==> config.mk <==
export PLATFORM = sky130hd
export DESIGN_NAME = writeback
export DESIGN_NICKNAME = d
export VERILOG_FILES = /design/src/rtl/writeback.sv
export SDC_FILE = /design/constraint.sdc
export NUM_CORES = 1
export LEC_CHECK = 0
export CORE_UTILIZATION = 29
export DETAILED_ROUTE_END_ITERATION = 6
export PLACE_DENSITY_LB_ADDON = 0.08
export SYNTH_ARGS = -nofsm -noshare
export SYNTH_HDL_FRONTEND = slang
export SYNTH_SLANG_ARGS = --single-unit
==> constraint.sdc <==
create_clock -name clk -period 2.5 [get_ports clk]
set_input_delay 0.75 -clock clk [delete_from_list [all_inputs] [get_ports clk]]
set_output_delay 0.75 -clock clk [all_outputs]
set_load 0.05 [all_outputs]
==> src/rtl/writeback.sv <==
// Writeback stage: registers the memory-stage result and commits it,
// or takes a trap (interrupt or exception) in its place.
module writeback (
    input  logic        clk,
    input  logic        reset,
    input  logic        valid_in,
    input  logic [31:0] pc_in,
    input  logic [31:0] next_pc_in,
    input  logic [4:0]  rd_addr_in,
    input  logic [31:0] rd_data_in,
    input  logic        csr_write_in,
    input  logic [11:0] csr_addr_in,
    input  logic [31:0] csr_data_in,
    input  logic        mret_in,
    input  logic        exception_in,
    input  logic [3:0]  exception_cause_in,
    input  logic        eip,
    input  logic        tip,
    input  logic        sip,
    output logic        reg_write,
    output logic [4:0]  reg_addr,
    output logic [31:0] reg_data,
    output logic        write_enable,
    output logic [11:0] write_address,
    output logic [31:0] write_data,
    output logic        retired,
    output logic        traped,
    output logic        mret,
    output logic [31:0] ecp,
    output logic [3:0]  trap_cause,
    output logic        interupt,
    output logic        flush,
    output logic        redirect_trap,
    output logic        redirect_mret
);

    logic        valid_d,           valid_q;
    logic [31:0] pc_d,              pc_q;
    logic [31:0] next_pc_d,         next_pc_q;
    logic [4:0]  rd_addr_d,         rd_addr_q;
    logic [31:0] rd_data_d,         rd_data_q;
    logic        csr_write_d,       csr_write_q;
    logic [11:0] csr_addr_d,        csr_addr_q;
    logic [31:0] csr_data_d,        csr_data_q;
    logic        mret_d,            mret_q;
    logic        exception_d,       exception_q;
    logic [3:0]  exception_cause_d, exception_cause_q;

    // A redirect this cycle makes whatever arrives next a wrong-path op.
    always_comb begin
        valid_d           = valid_in & ~flush;
        pc_d              = pc_in;
        next_pc_d         = next_pc_in;
        rd_addr_d         = rd_addr_in;
        rd_data_d         = rd_data_in;
        csr_write_d       = csr_write_in;
        csr_addr_d        = csr_addr_in;
        csr_data_d        = csr_data_in;
        mret_d            = mret_in;
        exception_d       = exception_in;
        exception_cause_d = exception_cause_in;
    end

    always_ff @(posedge clk or posedge reset) begin
        if (reset) begin
            valid_q <= 1'b0;
        end else begin
            valid_q <= valid_d;
        end
    end

    always_ff @(posedge clk) begin
        pc_q              <= pc_d;
        next_pc_q         <= next_pc_d;
        rd_addr_q         <= rd_addr_d;
        rd_data_q         <= rd_data_d;
        csr_write_q       <= csr_write_d;
        csr_addr_q        <= csr_addr_d;
        csr_data_q        <= csr_data_d;
        mret_q            <= mret_d;
        exception_q       <= exception_d;
        exception_cause_q <= exception_cause_d;
    end

    // Sequential PC travels with the instruction but nothing here consumes it.
    logic unused_next_pc;
    assign unused_next_pc = ^next_pc_q;

    logic irq;
    assign irq = eip | sip | tip;

    always_comb begin
        reg_write     = 1'b0;
        reg_addr      = '0;
        reg_data      = '0;
        write_enable  = 1'b0;
        write_address = '0;
        write_data    = '0;
        retired       = 1'b0;
        traped        = 1'b0;
        mret          = 1'b0;
        ecp           = '0;
        trap_cause    = '0;
        interupt      = 1'b0;
        if (valid_q) begin
            if (irq) begin
                traped   = 1'b1;
                interupt = 1'b1;
                ecp      = pc_q;
                if (eip) begin
                    trap_cause = 4'd11;
                end else if (sip) begin
                    trap_cause = 4'd3;
                end else begin
                    trap_cause = 4'd7;
                end
            end else if (exception_q) begin
                traped     = 1'b1;
                ecp        = pc_q;
                trap_cause = exception_cause_q;
            end else begin
                retired = 1'b1;
                mret    = mret_q;
                if (rd_addr_q != 5'd0) begin
                    reg_write = 1'b1;
                    reg_addr  = rd_addr_q;
                    reg_data  = rd_data_q;
                end
                if (csr_write_q) begin
                    write_enable  = 1'b1;
                    write_address = csr_addr_q;
                    write_data    = csr_data_q;
                end
            end
        end
    end

    assign flush         = traped | mret;
    assign redirect_trap = traped;
    assign redirect_mret = mret & ~traped;

endmodule

==> flow_summary.ini <==
[status]
run_status = finished, violations left
violations_in_the_final_reports = design-rule violations, negative setup slack

[cts]
clock_latency_ns = 0.40
cts.sinks = 121
cts.reportedPaths.clkPinSlew_ns = 0.05
root_cell_of_the_clock_tree = sky130_fd_sc_hd__clkbuf_16
clock_tree.htree_level_count = 4
tritoncts = built
cts_max_path_buffers = 2
cts_made_buffers = 17

[synth]
synth_enable_flop_cells = 0
synth-seq-area-share = 0.703
syn_nets = 440
synth_top_cell_area_share = 0.696
syn_area_um2 = 3450
synth.yosys.warnings = 0
dominantRegCellSynth = sky130_fd_sc_hd__dfxtp_1
synth-async-reset-ratio = 0.00826
post_synth.cell_area_avg_um2 = 12.2
most_instantiated_library_cell_after_synthesis = sky130_fd_sc_hd__dfxtp_1
ys_ff_latch = 121
synth_cells = 282
synth_common_cells = 120 x sky130_fd_sc_hd__dfxtp_1, 61 x sky130_fd_sc_hd__and3_1, 45 x sky130_fd_sc_hd__and2_1
synth_top_area_cell = sky130_fd_sc_hd__dfxtp_1
synth.lib_cells_used.distinct = 20
synth_area_leaders = sky130_fd_sc_hd__dfxtp_1 70%, sky130_fd_sc_hd__and3_1 11%, sky130_fd_sc_hd__and2_1 8.2%

[die]
initial_utilization = 0.300
die_area_um2 = 12300
floorplan.io_pins = 284
die_w_um = 111
rows = 39
placeableCoreArea_um2 = 11500
die_h_um = 111

[place]
hpwl_um = 8330
place.port_buffers = 251
place.gp.congestion = 0.719
pre_cts_setup_slack_ns = -0.793
place_area_um2 = 7380
place_inst = 673

[job]
max_cap_check_violation_count = 0

[hold_path]
worstHoldPathType = in -> async

[final_layout]
final_cell_count_no_fill = 723
post_layout_instance_area_um2 = 8610
finish.utilization = 0.747
insertedDiodeCount = 0
filler_cell_count_in_the_final_layout = 785
syn2layout_area_growth_pct = 149
post_route_cells_drive_above_1_share = 0.553
finish.net_count = 728

[detailed_routing]
antenna_violating_nets_post_route = 0
viasPerCell = 4.20
number_of_vias_in_the_routed_layout = 3040
remaining_drc_errors = 32
detailedRoute.firstPassIterationCount = 6
routed_wl_um = 12100
routed_wire_length_per_instance_um = 16.7
drt_first_iter_violations = 81

[setup_path]
timing.critical_path.from_type = primary input
worstSetupEndpointType = primary output
timing.critical_path.fanout_max = 5
required_ns = 1.75
criticalPathCategory = in -> out
data_arrival_critical_path_ns = 2.28

[global_routing]
grt_pass1_vias = 3250
grt_max_degree = 34
overflow = 0
grt_antenna_before_repair = 0
globalRouteTotalUtil = 0.203
global_route_wire_length_before_repair_um = 18500

[pwr]
vdd_drop_max_v = 0.000402
pwr_density_cell_nw_per_um2 = 593
static-leakage-power_nw = 3.62

[sta]
setup_repair_after_global_routing_missed_its_margin = true
final_period_demand_of_the_worst_path_ns = 3.03
max_slew_margin = 0.736
setup_clock_skew_after_layout_ns = 0.00536
max_freq_mhz = 330
setup-violations-final = 124
number_of_hold_slack_violations_in_the_final_timing_report = 0
tns_ns = -52.37
final.setup.worst_slack_ns = -0.535
timing.final.max_slew_violations = 0
tightest_slew_ns = 0.395
layout_worst_path_cycle_share = 1.21
==> logic make-up after synthesis <==
logic type,after synthesis,synth area share
simple gates,131,0.241
flops,121,0.703
buf+inv,26,0.0490
compound gates,4,0.00689
==> placed cells by master (no fill, tap or decap), drive strengths merged, types with 3 or more instances in the layout <==
master and instances:
clkbuf 24, and2 52, buf 165, clkinvlp 3, nand2 3, and3 64
nor2 8, inv 6, clkdlybuf4s50 122, dfxtp 120
==> timing repair <==
| action | CTS | global route |
|---|---|---|
| gates cloned | 9 | 1 |
| endpoints found under the setup margin | 126 | 124 |
| hold endpoints to repair | 0 | 0 |
| pin swaps | 11 | 7 |
| gates resized for setup | 87 | 17 |
| buffers inserted | 13 | 5 |
| hold buffers | 0 | 0 |
==> layout make-up <==
type / instances / area, µm² / area share
sequential: 121 / 2430 / 0.282
clock buffer: 22 / 494 / 0.0574
clock inverter: 7 / 92.6 / 0.0108
tap: 143 / 179 / 0.0208
timing repair buffer: 289 / 4040 / 0.470
multi-input combinational: 135 / 1350 / 0.156
inverter: 6 / 25.0 / 0.00291
==> worst max-delay path, cell delays in order <==
cell	delay [ns]
sky130_fd_sc_hd__buf_6	0.09
sky130_fd_sc_hd__or4_4	0.53
sky130_fd_sc_hd__buf_6	0.14
sky130_fd_sc_hd__nor2_4	0.10
sky130_fd_sc_hd__buf_12	0.13
sky130_fd_sc_hd__buf_12	0.11
sky130_fd_sc_hd__buf_16	0.11
sky130_fd_sc_hd__and3_4	0.18
sky130_fd_sc_hd__buf_12	0.13
==> metrics by stage <==
stage          total power [mW]  hold slack (ns)
2_1_floorplan              2.37            0.479
3_3_place_gp               2.68            0.589
3_5_place_dp               2.69            0.614
4_1_cts                    5.15            0.467
5_1_grt                    5.31            0.482
6_report                   5.11            0.492
==> registers in the layout, indices dropped and copies added, names as in the netlist <==
name               flops
rd_addr_q              5
exception_q            1
exception_cause_q      4
mret_q                 1
csr_data_q            32
csr_write_q            1
valid_q                1
pc_q                  32
csr_addr_q            12
rd_data_q             32
==> power by group <==
group          internal [mW]  total [mW]  switching (mW)
Combinational          0.368       0.651           0.283
Clock                   1.58        2.39           0.807
Sequential              2.04        2.07          0.0345
Total                   3.98        5.11            1.13
==> path summary, 6_finish.rpt <==
check	startpoint	to	slack, ns	cells past startpoint
setup / recovery	sip	reg_data[23]	-0.53	9
max in group asynchronous	reset	valid_q$_DFF_PP0_	1.92	2
hold reg to reg	mret_q$_DFF_P_	valid_q$_DFF_PP0_	0.62	2
min in group clk	mret_q$_DFF_P_	valid_q$_DFF_PP0_	0.62	2
hold / removal	reset	valid_q$_DFF_PP0_	0.49	2
setup reg to reg	exception_q$_DFF_P_	valid_q$_DFF_PP0_	0.85	6
==> layer usage <==
metal  GRT usage  part of all wire  vias up
met5           0                 0        -
met2       0.375              0.54      146
li1            -                 -     1488
met1       0.210              0.36     1394
met4      0.0829             0.015        0
met3      0.0645             0.086       12
Power figures use the tool's default switching activity.
